`config.mk`:
```
export PLATFORM = sky130hd
export DESIGN_NAME = fir_delay_line_mc
export DESIGN_NICKNAME = d
export VERILOG_FILES = /design/src/rtl/fir_filter_pkg.sv /design/src/rtl/fir_delay_line_chan.sv /design/src/rtl/fir_delay_line_mc.sv
export SDC_FILE = /design/constraint.sdc
export NUM_CORES = 2
export LEC_CHECK = 0
export ABC_AREA = 1
export CORE_ASPECT_RATIO = 0.8
export CORE_MARGIN = 2
export CORE_UTILIZATION = 33
export CTS_CLUSTER_SIZE = 28
export DETAILED_ROUTE_END_ITERATION = 6
export SLEW_MARGIN = 25
export SYNTH_ARGS = -nofsm -noshare
export SYNTH_HDL_FRONTEND = slang
export SYNTH_SLANG_ARGS = --single-unit
```
`constraint.sdc`:
```
create_clock -name clk -period 2.22 [get_ports clk]
set_input_delay 0.444 -clock clk [delete_from_list [all_inputs] [get_ports clk]]
set_output_delay 0.444 -clock clk [all_outputs]
set_load 0.01 [all_outputs]
```
`src/rtl/fir_filter_pkg.sv`:
```
// Shared sizing helpers and sample type for the multi-channel FIR delay line.
package fir_filter_pkg;

  localparam int DEFAULT_DATA_WIDTH = 16;

  // Channel index width; never narrower than one bit so a single channel still has a port.
  function automatic int chan_w(input int channels);
    return (channels > 1) ? $clog2(channels) : 1;
  endfunction

  // Number of symmetric pre-add outputs: ceil(taps / 2).
  function automatic int fold_n(input int taps);
    return (taps + 1) / 2;
  endfunction

  // Default signed sample type; wider instances use logic [DataWidth-1:0] directly.
  typedef logic signed [DEFAULT_DATA_WIDTH-1:0] sample_t;

endpackage

```
`src/rtl/fir_delay_line_chan.sv`:
```
// One channel of the delay line: TapsNum sample registers plus a saturating fill counter.
// The post-update (next-state) values are exported so the top can capture them in the
// same cycle the shift happens.
module fir_delay_line_chan
  import fir_filter_pkg::*;
#(
  parameter int DataWidth = DEFAULT_DATA_WIDTH,
  parameter int TapsNum   = 10,
  localparam int CntW     = $clog2(TapsNum + 1)
) (
  input  logic                              clk,
  input  logic                              rst,
  input  logic                              clear,
  input  logic                              shift_en,
  input  logic [DataWidth-1:0]              din,
  output logic [TapsNum-1:0][DataWidth-1:0] taps_next,
  output logic [CntW-1:0]                   count_next
);

  logic [TapsNum-1:0][DataWidth-1:0] taps_q, taps_d;
  logic [CntW-1:0]                   count_q, count_d;

  // Next state: clear wins, otherwise shift the newest sample into slot 0 and count up.
  always_comb begin
    taps_d  = taps_q;
    count_d = count_q;
    if (clear) begin
      taps_d  = '0;
      count_d = '0;
    end else if (shift_en) begin
      taps_d = {taps_q[TapsNum-2:0], din};
      if (count_q != CntW'(TapsNum)) begin
        count_d = count_q + CntW'(1);
      end
    end
  end

  // State registers with synchronous active-low reset.
  always_ff @(posedge clk) begin
    if (!rst) begin
      taps_q  <= '0;
      count_q <= '0;
    end else begin
      taps_q  <= taps_d;
      count_q <= count_d;
    end
  end

  assign taps_next  = taps_d;
  assign count_next = count_d;

endmodule

```
`src/rtl/fir_delay_line_mc.sv`:
```
// Time-division-multiplexed FIR delay line: per-channel shift registers, a single
// valid/ready output register carrying the updated tap set, optional symmetric fold.
module fir_delay_line_mc
  import fir_filter_pkg::*;
#(
  parameter int  DataWidth   = 16,
  parameter int  TapsNum     = 10,
  parameter int  ChannelsNum = 4,
  parameter bit  Fold        = 1'b0,
  localparam int CHAN_W      = chan_w(ChannelsNum),
  localparam int FOLD_N      = fold_n(TapsNum)
) (
  input  logic                              clk,
  input  logic                              rst,
  input  logic                              clear,
  input  logic                              in_valid,
  output logic                              in_ready,
  input  logic [CHAN_W-1:0]                 in_chan,
  input  logic [DataWidth-1:0]              din,
  output logic                              out_valid,
  input  logic                              out_ready,
  output logic [CHAN_W-1:0]                 out_chan,
  output logic                              out_primed,
  output logic [TapsNum-1:0][DataWidth-1:0] taps,
  output logic [FOLD_N-1:0][DataWidth:0]    fold,
  output logic                              chan_err
);

  localparam int CntW = $clog2(TapsNum + 1);

  logic                              accept;
  logic                              chan_ok;
  logic [ChannelsNum-1:0]            shift_en;
  logic [TapsNum-1:0][DataWidth-1:0] chan_taps  [ChannelsNum];
  logic [CntW-1:0]                   chan_count [ChannelsNum];
  logic [TapsNum-1:0][DataWidth-1:0] sel_taps;
  logic [CntW-1:0]                   sel_count;

  logic                              out_valid_q, out_valid_d;
  logic [CHAN_W-1:0]                 out_chan_q, out_chan_d;
  logic                              out_primed_q, out_primed_d;
  logic [TapsNum-1:0][DataWidth-1:0] taps_q, taps_d;
  logic                              chan_err_q, chan_err_d;

  // Accept only when not flushing and the output slot is free or draining this cycle.
  assign in_ready = rst & ~clear & (~out_valid_q | out_ready);
  assign accept   = in_valid & in_ready;
  assign chan_ok  = ({1'b0, in_chan} < (CHAN_W + 1)'(ChannelsNum));

  for (genvar gi = 0; gi < ChannelsNum; gi++) begin : g_chan
    assign shift_en[gi] = accept & chan_ok & (in_chan == CHAN_W'(gi));

    fir_delay_line_chan #(
      .DataWidth (DataWidth),
      .TapsNum   (TapsNum)
    ) u_chan (
      .clk        (clk),
      .rst        (rst),
      .clear      (clear),
      .shift_en   (shift_en[gi]),
      .din        (din),
      .taps_next  (chan_taps[gi]),
      .count_next (chan_count[gi])
    );
  end

  // Pick the post-shift taps and count of the addressed channel.
  always_comb begin
    sel_taps  = '0;
    sel_count = '0;
    for (int c = 0; c < ChannelsNum; c++) begin
      if (in_chan == CHAN_W'(c)) begin
        sel_taps  = chan_taps[c];
        sel_count = chan_count[c];
      end
    end
  end

  // Output register next state: load on a valid accept, drain on out_ready, flag bad channels.
  always_comb begin
    out_valid_d  = out_valid_q;
    out_chan_d   = out_chan_q;
    out_primed_d = out_primed_q;
    taps_d       = taps_q;
    chan_err_d   = chan_err_q;
    if (clear) begin
      out_valid_d  = 1'b0;
      out_chan_d   = '0;
      out_primed_d = 1'b0;
      taps_d       = '0;
      chan_err_d   = 1'b0;
    end else if (accept && chan_ok) begin
      out_valid_d  = 1'b1;
      out_chan_d   = in_chan;
      out_primed_d = (sel_count == CntW'(TapsNum));
      taps_d       = sel_taps;
    end else begin
      if (accept) begin
        chan_err_d = 1'b1;
      end
      if (out_ready) begin
        out_valid_d = 1'b0;
      end
    end
  end

  // Output and error-flag registers with synchronous active-low reset.
  always_ff @(posedge clk) begin
    if (!rst) begin
      out_valid_q  <= 1'b0;
      out_chan_q   <= '0;
      out_primed_q <= 1'b0;
      taps_q       <= '0;
      chan_err_q   <= 1'b0;
    end else begin
      out_valid_q  <= out_valid_d;
      out_chan_q   <= out_chan_d;
      out_primed_q <= out_primed_d;
      taps_q       <= taps_d;
      chan_err_q   <= chan_err_d;
    end
  end

  assign out_valid  = out_valid_q;
  assign out_chan   = out_chan_q;
  assign out_primed = out_primed_q;
  assign taps       = taps_q;
  assign chan_err   = chan_err_q;

  // Symmetric pre-add from the registered taps; sign-extended so the sum cannot overflow.
  for (genvar gi = 0; gi < FOLD_N; gi++) begin : g_fold
    if (!Fold) begin : g_off
      assign fold[gi] = '0;
    end else if (gi == TapsNum - 1 - gi) begin : g_mid
      assign fold[gi] = {taps_q[gi][DataWidth-1], taps_q[gi]};
    end else begin : g_pair
      assign fold[gi] = {taps_q[gi][DataWidth-1], taps_q[gi]}
                      + {taps_q[TapsNum-1-gi][DataWidth-1], taps_q[TapsNum-1-gi]};
    end
  end

endmodule
```
After elaboration in Yosys (flattened, before gate mapping)
Cells that the tools add are included.
{"block": "op_classes", "add_sub_neg": 4, "n_bitwise": 11, "eq_ne": 8, "mux": 30, "n_reduce_logical": 3}
{"op": "$mux W160", "n": 12}
{"op": "$mux W4", "n": 16}
{"op": "$add A4 B1 Y4 const B", "n": 4}
{"op": "$ne A4 B4 Y1 const B", "n": 4}
{"op": "$and A1 B1 Y1", "n": 7}
{"op": "$eq A2 B2 Y1 const B", "n": 2}
{"op": "$eq A4 B4 Y1 const B", "n": 1}
{"op": "$not A1 Y1", "n": 3}
{"op": "$eq A2 B1 Y1 const B", "n": 1}
{"op": "$logic_not A2 Y1", "n": 1}
{"op": "$mux W1", "n": 2}
{"op": "$reduce_bool A2 Y1", "n": 1}
{"op": "$reduce_or A2 Y1", "n": 1}
{"op": "$or A1 B1 Y1", "n": 1}
{"block": "totals", "ff_bits": 820, "out_inout_bits": 251, "inputBits": 23, "elab_cells": 113}

Logic depth before layout (Yosys ltp)
{"block": "depth", "word_depth": 12, "depth_mapped": 16, "ltp_nobuf": 15}

Modules after synthesis
Synthesis repeated with hierarchy kept, for this count alone.
{"block": "hier_totals", "hier_cells": 5434, "hier_area_um2": 38552.0}
{"module": "fir_delay_line_chan", "cells_per_inst": 928, "n_inst": 4, "area_each_um2": 6952.9, "seq_area_each_um2": 3283.1}
{"module": "fir_delay_line_mc", "cells_per_inst": 1722, "n_inst": 1, "area_each_um2": 10740.3, "seq_area_each_um2": 3283.1}

Worst setup path after synthesis
No wires, ideal clock.
{"block": "synth_path", "kind": "input-to-reg", "start": "input clear", "end": "register taps_q, in the netlist taps[107]", "t_arrival_ns": 2.137, "setup_slack_ns": -0.051, "setup_ns": 0.134, "required_ns": 2.086, "path_stages": 11, "n_path_buf": 3, "path_cell_list": "buf_2 inv_1 nand2_1 nor2_2 nand3_1 clkbuf_1 clkbuf_1 o21ai_0 o22ai_1 o21ai_0 o211ai_1"}
{"block": "synth_via", "elab_chain_len": 11, "elab_cells_between_ends": 21, "cone_classes": "mux: 12; bitwise: 8; reduce/logical: 1"}
{"element": "start: declaration", "line": "fir_delay_line_mc.sv:15", "text": "input logic clear,"}
{"element": "$not A1 Y1 *", "line": "fir_delay_line_mc.sv:46", "text": "assign in_ready = rst & ~clear & (~out_valid_q | out_ready);"}
{"element": "$and A1 B1 Y1 * (2 in series)", "line": "fir_delay_line_mc.sv:46"}
{"element": "named net in_ready", "line": "fir_delay_line_mc.sv:17", "text": "output logic in_ready,"}
{"element": "$and A1 B1 Y1 *", "line": "fir_delay_line_mc.sv:47", "text": "assign accept = in_valid & in_ready;"}
{"element": "$and A1 B1 Y1", "line": "fir_delay_line_mc.sv:51", "text": "assign shift_en[gi] = accept & chan_ok & (in_chan == CHAN_W'(gi));"}
{"element": "$mux W160", "line": "fir_delay_line_chan.sv:30", "text": "end else if (shift_en) begin"}
{"element": "$mux W160", "line": "fir_delay_line_chan.sv:27", "text": "if (clear) begin"}
{"element": "$mux W160 (4 in series)", "line": "fir_delay_line_mc.sv:72", "text": "if (in_chan == CHAN_W'(c)) begin"}
{"element": "end signal: assignment", "line": "fir_delay_line_mc.sv:119", "text": "taps_q <= taps_d;"}
{"element": "end: declaration", "line": "fir_delay_line_mc.sv:42", "text": "logic [TapsNum-1:0][DataWidth-1:0] taps_q, taps_d;"}
The timed path passes the listed nets; every way through them passes the cells marked *.
A chain may end at the register's enable or synchronous reset.

Worst setup path after layout
{"block": "layout_path", "start": "register taps_q, in the netlist taps[15]", "end": "output taps[15] (netlist bit)"}
{"element": "end: declaration", "line": "fir_delay_line_mc.sv:24", "text": "output logic [TapsNum-1:0][DataWidth-1:0] taps,"}
No word-level cell between the ends.

==> results.md <==
Yosys:
- Synthesis produced a netlist whose cell count is 4717.
- In this run the biggest area consumer among cell types represents 46.5% of the synthesized area.
- For this run, the leading register cell type out of synthesis is sky130_fd_sc_hd__dfxtp_1.
- Counting instances in the post-synthesis netlist gives the leading cell types as 1178 x sky130_fd_sc_hd__nor2_1, 809 x sky130_fd_sc_hd__dfxtp_1, 525 x sky130_fd_sc_hd__o21ai_0, 316 x sky130_fd_sc_hd__clkbuf_1, 290 x sky130_fd_sc_hd__nand2_1.
- The post-synthesis register bit count is 809.
- Ranked by total cell area, the synthesized netlist is headed by sky130_fd_sc_hd__dfxtp_1 46%, sky130_fd_sc_hd__nor2_1 13%, sky130_fd_sc_hd__o21ai_0 7.5%.
- The synthesized design contains 0 enable-type register cells.
- The post-synthesis sequential area ratio is 46.5%.
- Yosys printed 0 warnings.
- In the post-synthesis netlist, the cell with the most instances is sky130_fd_sc_hd__nor2_1.
- After synthesis the cells add up to 34800 um^2.
- After synthesis, the share of flip-flops with an asynchronous set or reset is 0%.
- The largest area contributor in the synthesized netlist is sky130_fd_sc_hd__dfxtp_1.
- The netlist uses 39 different library cells.
- In this run the mean area of a mapped cell was approximately 7.4 um^2.

Job:
- Max-cap violations in this run came to 0.

Clock network:
- In this run, post-CTS hold repair placed 0 buffers.
- The clock latency on the worst-skew pair is 0.67 ns.
- TritonCTS built the clock tree.
- In this run the deepest clock path goes through 3 buffers.
- Clock tree synthesis inserted a total of slightly below 90 buffers.
- Counting every sink on the clock net gives 809.
- The H-tree was split into 3 levels.
- The clock root buffer is sky130_fd_sc_hd__clkbuf_16.
- The post-CTS clock slew at the launch and capture registers of the worst setup and hold paths is 0.06 ns.

Pwr:
- In this run the static leakage power is 0.0181 uW.
- VDD sags by at most a little over 0.0006 V.
- The power density over the cells is 694 nW/um^2.
- After layout, the design draws a total of 32400 uW.

Critical path:
- Traced cell by cell, the critical path runs through clkdlybuf4s50_1.
- Together, buffers and inverters on the worst path number 1.
- The cell class contributing the biggest share of worst-path delay is buffers and inverters.
- The register-to-register setup slack is 0.04 ns.
- The worst-path maximum fanout is 2.
- By startpoint and endpoint, the worst setup path is classified as reg -> out.
- STA puts the critical path data required time at 1.78 ns.
- The worst setup path is launched from a flip-flop.
- The worst setup path is captured at a primary output.
- For this design, the slowest cell found on the critical path is sky130_fd_sc_hd__clkdlybuf4s50_1.
- At the worst endpoint, the arrival time is 1.78 ns.
- The delay of the slowest cell on the worst path is 0.62 ns.

Floorplan:
- The initialized floorplan defines 106 standard-cell rows.
- The floorplan step defined a core boundary enclosing roughly 100000 um^2.
- In this run the vertical extent of the chip is 295 um.
- The full die area is between 100000 and 150000 um^2.
- Once the floorplan was initialized, standard cells occupied around a third of the core.
- roughly 270 I/O pins were placed.
- In this run the horizontal extent of the chip is ~370 um.

Timing:
- Timing would allow up to between 400 and 500 MHz.
- The number of setup violations in the final report is 1.
- The count of pins over their slew limit is 0.
- The final worst-path setup slack is -0.00548 ns.
- Setup repair after global routing could not meet its margin everywhere.
- Clock skew on the completed layout was measured at 0.0274 ns.
- The worst slew slack as a fraction of its limit is ~29%.
- The final-report hold violation count is 0.
- The worst slack on hold paths is 0.257 ns.
- The actual slew at the worst max-slew pin is 1.06 ns.
- The worst path in the final design needs a cycle of 2.23 ns, including I/O delays and setup.
- The fraction of the cycle the final worst path needs is 100%.

Layout:
- The growth of design area from synthesis to finish is 34.2%.
- Excluding fillers, the count of instances in the completed layout stands at 6848.
- At the end of the flow, the number of nets in the layout was 5407.
- The post-route netlist has 19.4% of its cells at a drive strength greater than 1.
- The final design instance area without fill is 46800 um^2.

Place:
- The post-detailed-placement half-perimeter wirelength is 91700 um.
- Summing all placed instances gives a cell area of 43300 um^2.
- The number of port buffers is 187.
- The congestion estimate from routability-driven global placement came to 0.861.
- The number of cells after detailed placement is 6662.

Route:
- The detailed router's first-iteration violation count is 3879.
- The average routed wire per standard cell is approximately 21 um.
- The detailed-routing iteration count for the pre-antenna-repair pass is 6.
- The final antenna-violating net count is 0.
- The total number of vias is 36700.
- After detailed routing, the number of vias per cell comes to 5.37.
- The count of unresolved DRC violations after routing is 0.
- The aggregate routed wire length is approximately 140000 um.

Global route:
- For this run the aggregate overflow at the end of global routing stands at 0.
- Global routing consumed, on the met3 layer, 4.71% of the routing resources.
- The routing layer with the top usage in global route is met2.
- In the global route stage, met2 resource usage came out at approximately 39%.
- The initial antenna violation count is 8.
- The met1 usage in global routing is 35.5%.
- Entering global routing, the biggest net connects 168 pins.
- Global routing used between 20 and 30% of the available tracks.
- The wire length of the first global-routing pass is 213000 um.
- The number of global-route vias before repair is about 35000.

Status:
- The flow ran to the end, but the final reports show violations.
- The final reports fail on negative setup slack.

Min path:
- The kind of path behind the tightest hold check is in -> reg.
==> timing repair <==
action | CTS | global route
setup buffers | 0 | 19
cloned | 0 | 9
resized for setup | 27 | 59
pin swaps | 0 | 5
endpoints found under the setup margin | 26 | 74
==> final timing paths <==
| path | cells after the start | end | from |
|---|---|---|---|
| worst max-delay path | 1 | taps[15] | taps[15] |
| worst min-delay path | 5 | g_chan[3].u_chan.count_q[2] | clear |
| worst max register to register | 12 | taps[54] | out_valid |
| worst min register to register | 2 | g_chan[3].u_chan.taps_q[135] | g_chan[3].u_chan.taps_q[135] |
==> flip-flops by register name (all words and copies together), names as in the netlist <==
name	count
out_chan	2
out_valid	1
out_primed	1
g_chan.u_chan.taps_q	629
g_chan.u_chan.count_q	16
taps	160
==> stage by stage <==
| stage | TNS, ns | worst slack (ns) | utilization [%] |
|---|---|---|---|
| 4_1_cts | 0 | 0.000646 | 44.2 |
| 6_report | -0.00548 | -0.00548 | 44.7 |
| 3_5_place_dp | -244.45 | -0.682 | 41.3 |
| 3_3_place_gp | -237.32 | -0.692 | 41.3 |
| 2_1_floorplan | 0 | 0.00716 | - |
| 5_1_grt | -0.372 | -0.0504 | 44.7 |
==> cells in the final DEF (no fill, tap or decap), drive strengths merged <==
cell	count
a2111oi	1
a211oi	41
a21oi	151
a221oi	3
a31oi	50
a32o	1
a41oi	1
buf	800
bufinv	6
clkbuf	135
clkdlybuf4s50	178
clkinv	18
clkinvlp	4
conb	86
dfxtp	809
diode	2
dlygate4sd2	4
dlymetal6s2s	1
ha	8
inv	298
nand2	290
nand3	76
nand3b	1
nand4	21
nor2	1184
nor3	165
nor4	239
o2111ai	2
o211ai	90
o21ai	535
o21bai	2
o221a	23
o221ai	67
o22ai	93
o31a	32
o41ai	5
or2	16
xor2	6
==> cells by family after synthesis <==
family / Yosys count / share of synthesized area [%]
fa+ha+maj: 8 / 0.287
simple gates: 1991 / 24.4
compound gates: 1097 / 18.8
flops: 809 / 46.5
buf+inv: 805 / 9.82
xor+xnor: 6 / 0.151
other cells: 1 / 0.0108
==> per-layer routing <==
layer,wire length (um),share of wire (%),up-vias
met5,13,0.0091,-
met4,3900,2.7,2
met3,12900,9.0,221
met2,63100,44,1546
met1,63500,44,17700
li1,-,-,17300
==> power by group <==
group,internal [uW],switching (uW)
Sequential,14700,131
Combinational,820,1720
Clock,8730,6370
Total,24200,8220
==> layout make-up <==
cell class              count  area, um^2
diodes                      2        5.00
clock buffers             125        2550
clock inverters            31         364
fillers                 10400       57900
inverters                 295        1130
multi-input cells        3189       15700
flip-flops and latches    809       16200
well taps                1404        1760
repair buffers            993        8980
Power figures use the tool's default switching activity.
